`config.mk`:
```
export PLATFORM = sky130hd
export DESIGN_NAME = cr_kme_fifo_param
export DESIGN_NICKNAME = d
export VERILOG_FILES = /design/src/rtl/cr_kme_fifo_pkg.sv /design/src/rtl/cr_kme_fifo_ram.sv /design/src/rtl/cr_kme_fifo_param.sv
export SDC_FILE = /design/constraint.sdc
export NUM_CORES = 1
export LEC_CHECK = 0
export ABC_AREA = 1
export BUFFER_PORTS_ARGS = -buffer_cell sky130_fd_sc_hd__buf_2
export CAP_MARGIN = 20
export CORE_ASPECT_RATIO = 0.8
export CORE_MARGIN = 2
export CORE_UTILIZATION = 62
export DETAILED_ROUTE_END_ITERATION = 10
export GPL_TIMING_DRIVEN = 0
export PLACE_DENSITY = 0.9
export SLEW_MARGIN = 20
export SYNTH_ARGS = -nofsm -noshare
export SYNTH_HDL_FRONTEND = slang
export SYNTH_SLANG_ARGS = --single-unit
```
`constraint.sdc`:
```
create_clock -name clk -period 18.3 [get_ports clk]
set_input_delay 5.49 -clock clk [delete_from_list [all_inputs] [get_ports clk]]
set_output_delay 5.49 -clock clk [all_outputs]
set_load 0.02 [all_outputs]
```
`src/rtl/cr_kme_fifo_pkg.sv`:
```
// rtl/cr_kme_fifo_pkg.sv - shared parameter limits and sizing helpers for cr_kme_fifo_param
package cr_kme_fifo_pkg;

    localparam int DATA_W_MIN = 1;
    localparam int DATA_W_MAX = 512;
    localparam int DEPTH_MIN  = 2;
    localparam int DEPTH_MAX  = 64;

    // Width of an occupancy count that must represent 0..depth inclusive.
    function automatic int cnt_w(input int depth);
        return $clog2(depth + 1);
    endfunction

    // Width of a storage index; at least one bit so tiny depths still elaborate.
    function automatic int ptr_w(input int depth);
        return (depth > 1) ? $clog2(depth) : 1;
    endfunction

endpackage

```
`src/rtl/cr_kme_fifo_ram.sv`:
```
// rtl/cr_kme_fifo_ram.sv - DATA_W x DEPTH storage, one write port, one asynchronous read port
module cr_kme_fifo_ram #(
    parameter int DATA_W = 106,
    parameter int DEPTH  = 4,
    parameter int PTR_W  = 2
) (
    input  logic              clk,
    input  logic              wr_en,
    input  logic [PTR_W-1:0]  wr_addr,
    input  logic [DATA_W-1:0] wr_data,
    input  logic [PTR_W-1:0]  rd_addr,
    output logic [DATA_W-1:0] rd_data
);

    logic [DATA_W-1:0] mem [DEPTH];

    // Storage is never reset; the controller's occupancy decides which entries are meaningful.
    always_ff @(posedge clk) begin
        if (wr_en) begin
            mem[wr_addr] <= wr_data;
        end
    end

    assign rd_data = mem[rd_addr];

endmodule

```
`src/rtl/cr_kme_fifo_param.sv`:
```
// rtl/cr_kme_fifo_param.sv - parameterised FWFT FIFO with stall reserve; CR_KME_FIFO_OUT_REG_EN adds a registered output stage
module cr_kme_fifo_param
    import cr_kme_fifo_pkg::*;
#(
    parameter int DATA_W        = 106,
    parameter int DEPTH         = 4,
    parameter int STALL_RESERVE = 0,
    localparam int CNT_W        = cnt_w(DEPTH)
) (
    input  logic              clk,
    input  logic              rst,
    input  logic              clear,
    input  logic [DATA_W-1:0] fifo_in,
    input  logic              fifo_in_valid,
    input  logic              fifo_in_stall_override,
    output logic              fifo_in_stall,
    output logic [DATA_W-1:0] fifo_out,
    output logic              fifo_out_valid,
    input  logic              fifo_out_ack,
    output logic [CNT_W-1:0]  used_slots,
    output logic [CNT_W-1:0]  free_slots,
    output logic              fifo_overflow,
    output logic              fifo_underflow
);

    localparam int PTR_W = ptr_w(DEPTH);
    localparam logic [CNT_W-1:0] DEPTH_C   = CNT_W'(DEPTH);
    localparam logic [CNT_W-1:0] RESERVE_C = CNT_W'(STALL_RESERVE);
    localparam logic [PTR_W-1:0] PTR_LAST  = PTR_W'(DEPTH - 1);

    if (DATA_W < DATA_W_MIN || DATA_W > DATA_W_MAX) begin : g_bad_data_w
        $error("cr_kme_fifo_param: DATA_W out of range");
    end
    if (DEPTH < DEPTH_MIN || DEPTH > DEPTH_MAX) begin : g_bad_depth
        $error("cr_kme_fifo_param: DEPTH out of range");
    end
    if (STALL_RESERVE < 0 || STALL_RESERVE > DEPTH - 1) begin : g_bad_reserve
        $error("cr_kme_fifo_param: STALL_RESERVE out of range");
    end

    logic [PTR_W-1:0]  wr_ptr;
    logic [PTR_W-1:0]  rd_ptr;
    logic [CNT_W-1:0]  used_q;
    logic [CNT_W-1:0]  free_q;
    logic              ovf_q;
    logic              udf_q;
    logic              full;
    logic              ren;
    logic              wr_acc;
    logic              ram_rd;
    logic [DATA_W-1:0] ram_rd_data;

    // Pointers run 0..DEPTH-1 and wrap explicitly so non-power-of-two depths work.
    function automatic logic [PTR_W-1:0] ptr_next(input logic [PTR_W-1:0] p);
        return (p == PTR_LAST) ? '0 : p + 1'b1;
    endfunction

    assign full   = (used_q == DEPTH_C);
    assign ren    = fifo_out_valid & fifo_out_ack;
    // A pop in the same cycle frees the slot, so a write at full is still taken.
    assign wr_acc = fifo_in_valid & (~full | ren);

    cr_kme_fifo_ram #(
        .DATA_W (DATA_W),
        .DEPTH  (DEPTH),
        .PTR_W  (PTR_W)
    ) u_ram (
        .clk     (clk),
        .wr_en   (wr_acc & ~rst & ~clear),
        .wr_addr (wr_ptr),
        .wr_data (fifo_in),
        .rd_addr (rd_ptr),
        .rd_data (ram_rd_data)
    );

    // Pointer, occupancy and error-pulse bookkeeping; clear behaves like reset but is a flush.
    always_ff @(posedge clk) begin
        if (rst) begin
            wr_ptr <= '0;
            rd_ptr <= '0;
            used_q <= '0;
            free_q <= DEPTH_C;
            ovf_q  <= 1'b0;
            udf_q  <= 1'b0;
        end else if (clear) begin
            wr_ptr <= '0;
            rd_ptr <= '0;
            used_q <= '0;
            free_q <= DEPTH_C;
            ovf_q  <= 1'b0;
            udf_q  <= 1'b0;
        end else begin
            if (wr_acc) begin
                wr_ptr <= ptr_next(wr_ptr);
            end
            if (ram_rd) begin
                rd_ptr <= ptr_next(rd_ptr);
            end
            used_q <= used_q + CNT_W'(wr_acc) - CNT_W'(ren);
            free_q <= free_q - CNT_W'(wr_acc) + CNT_W'(ren);
            ovf_q  <= fifo_in_valid & full & ~ren;
            udf_q  <= fifo_out_ack & ~fifo_out_valid;
        end
    end

`ifdef CR_KME_FIFO_OUT_REG_EN
    logic              out_valid_q;
    logic [DATA_W-1:0] out_data_q;
    logic [CNT_W-1:0]  ram_cnt;

    // The output stage holds one entry that is still counted in used_slots.
    assign ram_cnt = used_q - CNT_W'(out_valid_q);
    assign ram_rd  = (ram_cnt != '0) & (~out_valid_q | ren);

    // Output stage refills from storage whenever it is empty or being popped.
    always_ff @(posedge clk) begin
        if (rst || clear) begin
            out_valid_q <= 1'b0;
            out_data_q  <= '0;
        end else if (ram_rd) begin
            out_valid_q <= 1'b1;
            out_data_q  <= ram_rd_data;
        end else if (ren) begin
            out_valid_q <= 1'b0;
            out_data_q  <= '0;
        end
    end

    assign fifo_out_valid = out_valid_q;
    assign fifo_out       = out_data_q;
`else
    assign ram_rd         = ren;
    assign fifo_out_valid = (used_q != '0);
    assign fifo_out       = fifo_out_valid ? ram_rd_data : '0;
`endif

    assign used_slots     = used_q;
    assign free_slots     = free_q;
    assign fifo_overflow  = ovf_q;
    assign fifo_underflow = udf_q;
    assign fifo_in_stall  = (free_q <= RESERVE_C) & ~fifo_in_stall_override;

endmodule

```
==> results.md, run 1 <==
- Status: finished, final reports clean
- TritonCTS clock tree: built
- Slew @ Worst Pin: 0.871 ns
- Share of cells above drive strength 1: 21.8%
- Busiest grt layer: met2
- Total number of placement rows: 54
- Count of TritonRoute iterations in the first routing pass: 6
- Total wire length: 41400 um
- Number of flip-flops and latches in the synthesized netlist: 438
- Final Max Slew Viols: 0
- Die area: between 20000 and 30000 um^2
- RePlAce Congestion: 0.818
- Vias per cell: 5.63
- Count of warnings emitted by yosys: 0
- Total of hold buffers inserted after clock tree synthesis: 0
- Top library cells by usage in the layout, fill and taps aside: 438 x sky130_fd_sc_hd__nand2_1, 424 x sky130_fd_sc_hd__edfxtp_1, 277 x sky130_fd_sc_hd__buf_2, 228 x sky130_fd_sc_hd__nor2_1, 106 x sky130_fd_sc_hd__o21ai_0
- Most common cell after layout, fill and taps aside: sky130_fd_sc_hd__nand2_1
- Routing usage on met1: 39.1%
- CP bufs+invs: 2
- Type of the worst setup path: primary input to output port
- Setup Viol. Count Final: 0
- Critical-path cell list: buf_2, nor4_1, buf_2
- Vias in the first global route: 11400
- Master cell of the clock root buffer: sky130_fd_sc_hd__clkbuf_16
- Clock edge transition at the registers on the reported setup and hold paths: 0.06 ns
- Critical Path Start: fifo_in_stall_override
- Post-synthesis cell area: about 17000 um^2
- Die span in y: approximately 150 um
- Type of element launching the critical path: primary input
- Final net count: 1861
- Port Buf Inserts: 226
- Post-synth net total: 1572
- CTS H-tree depth: 2
- Largest voltage drop on the vdd net: 0.0776 mV
- Worst R2R Start: used_slots[1]$_SDFF_PP0_
- Detailed placer's ending HPWL: 26800 um
- Global router's overall resource usage: 28.0%
- Maximum clock insertion buffer count: 3
- Number of violations reported at the end of detailed-routing iteration 0: 1308
- Filler cell count: 1659
- Number of clock sinks: 438
- Synth unique cells: 24
- Final period util: a little over three fifths
- Max Clock Freq: around 87 MHz
- Starting density of the core: 63.5%
- Part of the Yosys area used for sequential elements: 74.7%
- Pin count of the biggest net entering global routing: 25
- Setup crit end kind: output port
- Number of vias after detailed routing: ~12000
- Clock insertion delay at the later pin of the skew report: 0.52 ns
- Buffers inserted during post-CTS setup optimization: 0
- Normalized max-slew margin: a little over two fifths
- Critical Path Max Stage Delay: about 0.21 ns
- Path length in cells of the critical path: 3
- Post-detailed-placement cell area: a little under 20000 um^2
- Total negative slack for setup checks: 0 ns
- Setup repair after global routing missed its margin: no
- Pwr Total: between 2000 and 2500 uW
- Num CTS Buffers: between 40 and 50
- Startpoint of the worst hold path: rd_ptr[1]$_SDFFE_PP0N_
- Total count of hold-check failures in the final report: 0
- Time the worst path needs with I/O delays and setup: 11.43 ns
- Die Width: 191 um
- Synthesized instance count: about 1500
- Power density cells: 101 nW/um^2
- Number of antenna violations at the first check in global routing: 8
- Post-Route Skew: 0.0206 ns
- Met2 track demand over resource in global routing: 46.1%
- Max cap viols: 0
- Worst hold path type: register to register
- Syn Area/Cell: 12.0 um^2
- Post-layout utilization of the core: 75.8%
- Count of boundary I/O pins: 228
- DR DRC count: 0
- Count of cells along the worst hold path: 2
- Slowest CP cell: sky130_fd_sc_hd__buf_2
- GRT overflow: 0
- Area growth syn-to-layout: 19.3%
- Number of cells on the worst reg-to-reg path: 6
- Post-route standard cell area excluding fillers: 20800 um^2
- Worst EP required: 12.81 ns
- Register cell area after layout: approximately 13000 um^2
- Resize count post-CTS: 0
- Signal arrival time at the worst endpoint: 5.94 ns
- Multi-input gate area: between 3000 and 4000 um^2
- Post-route antenna net violation count: 0
- Drt wl/cell: ~19 um
- Leakage Power: 0.00829 uW
- Global-route wire length before repair: 62600 um
- Area of the core: between 20000 and 30000 um^2
- Met3 GRT Util: 5.09%
- Worst-path fanout max: 1
- Kind of cell adding the most delay to the critical path: buffers and inverters
- Crit path top cell by count: sky130_fd_sc_hd__buf_2
-- cell type report --
cell class / count / share of cell area, %
Inverter: 22 / 0.403
Clock inverter: 16 / 0.500
Clock buffer: 55 / 5.74
Tap cell: 364 / 2.19
Antenna cell: 4 / 0.0482
Sequential cell: 438 / 62.6
Buffer: 82 / 2.25
Timing Repair Buffer: 245 / 7.56
Multi-Input combinational cell: 908 / 18.7
-- Yosys cell counts, drive strengths merged --
| master | n | area (um^2) |
|---|---|---|
| clkinv | 2 | 8.75 |
| nand3b | 1 | 7.51 |
| dfxtp | 14 | 280 |
| ha | 8 | 100 |
| buf | 63 | 395 |
| nor2 | 232 | 871 |
| nand3 | 6 | 30.0 |
| nand2 | 439 | 1650 |
| xnor2 | 2 | 17.5 |
| clkbuf | 19 | 71.3 |
| inv | 20 | 75.1 |
| fa | 2 | 40.0 |
| edfxtp | 424 | 12700 |
| a21oi | 110 | 596 |
| o21ai | 106 | 531 |
| nor4 | 1 | 6.26 |
| or2 | 1 | 6.26 |
-- layer usage --
metal | part of all wire [%] | wire (um) | up-vias
met5 | 0.17 | 69 | -
met4 | 2.3 | 946 | 10
met3 | 8.8 | 3650 | 92
met2 | 49 | 20200 | 610
met1 | 40 | 16600 | 5744
li1 | - | - | 5559
-- final timing paths --
| path | slack, ns | to |
|---|---|---|
| worst min-delay path | 0.53 | register |
| worst max-delay path | 6.87 | fifo_in_stall |
| worst max register to register | 15.58 | u_ram.mem[0][61]$_DFFE_PP_ |
| worst min register to register | 0.53 | register |
-- sequential cells by signal, indices dropped and copies added, names as in the netlist, named ones only --
signal          cells
fifo_overflow       1
u_ram.mem         424
used_slots          3
fifo_underflow      1
wr_ptr              2
rd_ptr              2
free_slots          3
-- power by group --
part           leakage, uW  internal [uW]  switching (uW)
Combinational      0.00371           52.7             125
Sequential         0.00394           1110            4.14
Clock             0.000641            471             343
Total              0.00829           1640             472
-- worst reg2reg max path, stage by stage, from the launching register on --
cell	delay, ns
sky130_fd_sc_hd__dfxtp_1	0.45
sky130_fd_sc_hd__nor2_1	0.08
sky130_fd_sc_hd__nand2_1	0.22
sky130_fd_sc_hd__nand3_1	0.38
sky130_fd_sc_hd__nor2_4	0.74
sky130_fd_sc_hd__buf_12	0.29
sky130_fd_sc_hd__buf_12	0.22
-- cells by family (layout without fill, tap and decap cells) --
| logic type | count (synthesis) | after routing | synth area share (%) |
|---|---|---|---|
| flops | 438 | 438 | 74.7 |
| fa+ha+maj | 10 | 10 | 0.805 |
| xor+xnor | 2 | 2 | 0.101 |
| compound gates | 216 | 216 | 6.47 |
| other cells | 0 | 4 | 0 |
| buf+inv | 104 | 420 | 3.16 |
| simple gates | 680 | 680 | 14.8 |
-- metrics by stage --
step	hold slack [ns]	setup slack [ns]	cells
2_1_floorplan	0.483	6.69	1450
6_report	0.531	6.87	2134
5_1_grt	0.590	6.81	2132
3_3_place_gp	0.511	3.62	2040
3_5_place_dp	0.525	6.88	2059
4_1_cts	0.532	6.87	2130
No activity file was read; power rests on OpenSTA's default activity.
==> run 2: changes to the inputs <==
Settings changed: CORE_UTILIZATION 62 to 58, PLACE_DENSITY 0.9 to 0.85.
Clock period 18.3 ns to 10.8 ns, I/O delays scaled along.
==> run 2 against run 1 <==
Against the previous run:
- sequential power grew 69%
- worst hold slack gained 0.014 ns
- sequential share of layout area shrank 0.20 points
- design area grew 0.31%
- register-to-register slack lost 7.4 ns
- clock skew shrank 0.0078 ns
- routed wire length shrank 0.51%
- worst setup slack lost 3.0 ns
- sequential cell count is the same
- critical path type unchanged
- largest power group unchanged
- highest routed layer unchanged
==> results.md, run 2 (synthesis gave the netlist of run 1 again) <==
- Die area: 31400 um^2 (+6.7%)
- Clock edge transition at the registers on the reported setup and hold paths: 0.06 ns (about the same)
- # placed instances: 2073 (+0.68%)
- Total number of placement rows: 56 (+3.7%)
- Most common cell after layout, fill and taps aside: sky130_fd_sc_hd__nand2_1
- Startpoint of the worst hold path: rd_ptr[1]$_SDFFE_PP0N_
- Share of cells above drive strength 1: 21.8% (-0.037 points)
- Largest voltage drop on the vdd net: 0.173 mV (+120%)
- Master cell of the clock root buffer: sky130_fd_sc_hd__clkbuf_16
- CP bufs+invs: 2 (unchanged)
- Worst slack at placement: 3.88 ns (-3.00 ns)
- Clock network fraction of total power: 38.9% (+0.3 points)
- RePlAce Congestion: 0.781 (-4.5%)
- Type of the worst setup path: primary input to output port
- Multi-input gate area: 3880 um^2 (unchanged)
- Power density cells: 172 nW/um^2 (+70%)
- Register cell area after layout: 13000 um^2 (unchanged)
- Post-layout utilization of the core: 70.8% (-4.9 points)
- Post-detailed-placement cell area: 19500 um^2 (+0.30%)
- Final net count: 1862 (+0.054%)
- Die span in y: 159 um (+3.3%)
- Die Width: 198 um (+3.3%)
- Number of antenna violations at the first check in global routing: 7 (-1)
- Total count of hold-check failures in the final report: 0 (unchanged)
- Critical Path Max Stage Delay: 0.20 ns (about the same)
- Max Clock Freq: 145 MHz
- Vias per cell: 5.48 (-2.7%)
- Number of cells on the worst reg-to-reg path: 6 (unchanged)
- Buffers inserted during post-CTS setup optimization: 0 (unchanged)
- Count of TritonRoute iterations in the first routing pass: 5 (-1)
- Slew @ Worst Pin: 0.975 ns (+0.103 ns)
- Path length in cells of the critical path: 3 (unchanged)
- Setup repair after global routing missed its margin: no
- Area of the core: 29400 um^2 (+7.3%)
- TritonCTS clock tree: built
- Number of flip-flops in the largest register: 424 (unchanged)
- Final Max Slew Viols: 0 (unchanged)
- Area growth syn-to-layout: 19.7%
- Worst EP required: 7.56 ns (-5.25 ns)
- Worst-path fanout max: 1 (unchanged)
- Relative contribution of sequential cells to total power: 52.7% (-0.3 points)
- Worst R2R Start: used_slots[1]$_SDFF_PP0_
- Total negative slack for setup checks: 0 ns (unchanged)
- Setup crit end kind: output port
- Leakage Power: 0.00831 uW (+0.22%)
- CTS H-tree depth: 2 (unchanged)
- GRT overflow: 0 (unchanged)
- Critical-path cell list: buf_2, nor4_1, buf_2
- Starting density of the core: 59.2% (-4.3 points)
- Crit Reg-Reg Endpoint: u_ram.mem[1][60]$_DFFE_PP_
- Post-route antenna net violation count: 0 (unchanged)
- Kind of cell adding the most delay to the critical path: buffers and inverters
- Max cap viols: 0 (unchanged)
- Global-route wire length before repair: 63300 um (+0.99%)
- Drt wl/cell: 19.1 um (-1.3%)
- Filler cell count: 1940 (+17%)
- Fraction of power spent switching nets: 22.6% (+0.16 points)
- Number of vias after detailed routing: 11800 (-1.9%)
- Combinational share of power: 8.4% (about the same)
- Time the worst path needs with I/O delays and setup: slightly below 7 ns
- Reg with most FFs: u_ram.mem
- Pin count of the biggest net entering global routing: 24 (-4.0%)
- Number of violations reported at the end of detailed-routing iteration 0: 1083 (-17%)
- Port Buf Inserts: 226 (unchanged)
- Clock insertion delay at the later pin of the skew report: 0.54 ns (+0.02 ns)
- Signal arrival time at the worst endpoint: 3.68 ns (-2.26 ns)
- DR DRC count: 0 (unchanged)
- Post-route standard cell area excluding fillers: 20800 um^2 (+0.31%)
- Post-Route Skew: 0.0128 ns (-0.00780 ns)
- Num CTS Buffers: 42 (unchanged)
- Slowest CP cell: sky130_fd_sc_hd__buf_2
- Int Pwr: 2780 uW (+70%)
- Total of hold buffers inserted after clock tree synthesis: 0 (unchanged)
- Worst hold path type: register to register
- Count of boundary I/O pins: 228 (unchanged)
- Smallest setup slack after layout: 3.88 ns (-2.99 ns)
- Vias in the first global route: 11700 (+3.0%)
- Top library cells by usage in the layout, fill and taps aside: 438 x sky130_fd_sc_hd__nand2_1, 424 x sky130_fd_sc_hd__edfxtp_1, 277 x sky130_fd_sc_hd__buf_2, 228 x sky130_fd_sc_hd__nor2_1, 106 x sky130_fd_sc_hd__o21ai_0
- Global router's overall resource usage: 26.3% (-1.8 points)
- Switching component of the power: 810 uW (+71%)
- Final Non-Filler Cells: 2152 (+0.84%)
- Status: finished, final reports clean
- Number of clock sinks: 438 (unchanged)
- Setup Viol. Count Final: 0 (unchanged)
- Total wire length: 41200 um (-0.51%)
- Crit path top cell by count: sky130_fd_sc_hd__buf_2
- Resize count post-CTS: 0 (unchanged)
- Final period util: 64.1%
- Detailed placer's ending HPWL: 26800 um (about the same)
- Count of cells along the worst hold path: 2 (unchanged)
- Reg2Reg Setup Slack: 8.15 ns (-7.43 ns)
- Normalized max-slew margin: 35.0% (-6.9 points)
- Type of element launching the critical path: primary input
- Maximum clock insertion buffer count: 3 (unchanged)
[run 2: cell count changes in the layout (fill, tap and decap cells not counted), sizes merged]
cell	change
clkinv	+1
bufinv	+1
diode	+2
buf	+1
[run 2: power groups by stage]
stage / clock network, uW / registers (uW) / logic, uW
CTS: 1410 / 1890 / 301
global route: 1480 / 1890 / 327
floorplan: 0 / 1930 / 165
finish: 1400 / 1890 / 301
global placement: 0 / 1930 / 282
detailed placement: 0 / 1930 / 299
[run 2: through the flow]
step	hold slack [ns]	power, uW
2_1_floorplan	0.483	2100
3_3_place_gp	0.513	2210
3_5_place_dp	0.524	2230
4_1_cts	0.539	3600
5_1_grt	0.589	3700
6_report	0.545	3590
[run 2: worst max path at each step]
stage / endpoint / start / slack (ns)
after floorplan: u_ram.mem[0][0]$_DFFE_PP_ / rst / 1.99
after global placement: u_ram.mem[1][63]$_DFFE_PP_ / rst / -1.66
after detailed placement: fifo_in_stall / fifo_in_stall_override / 3.88
after CTS: fifo_in_stall / fifo_in_stall_override / 3.88
after global routing: fifo_in_stall / fifo_in_stall_override / 3.81
final: fifo_in_stall / fifo_in_stall_override / 3.88
[run 2: cell type report]
type | instances | share of cell area, %
Buffer | 82 | 2.24
Clock buffer | 55 | 5.58
Timing Repair Buffer | 246 | 7.74
Inverter | 22 | 0.402
Tap cell | 377 | 2.26
Antenna cell | 6 | 0.0720
Multi-Input combinational cell | 908 | 18.6
Clock inverter | 18 | 0.648
Sequential cell | 438 | 62.4
[run 2: routing by layer]
metal	vias to the layer above	global-route usage, %	part of all wire [%]
li1	5572	-	-
met1	5612	34.8	39
met2	532	44.5	50
met3	72	4.66	8.7
met4	2	8.48	2.6
met5	-	0	0.034
[run 2: worst register-to-register path: cells and delay by family, from the launching register on]
kind                   cells  cell delay [ns]
DFF                        1             0.44
buffers and inverters      2             0.47
and+or+nand+nor            4             1.42
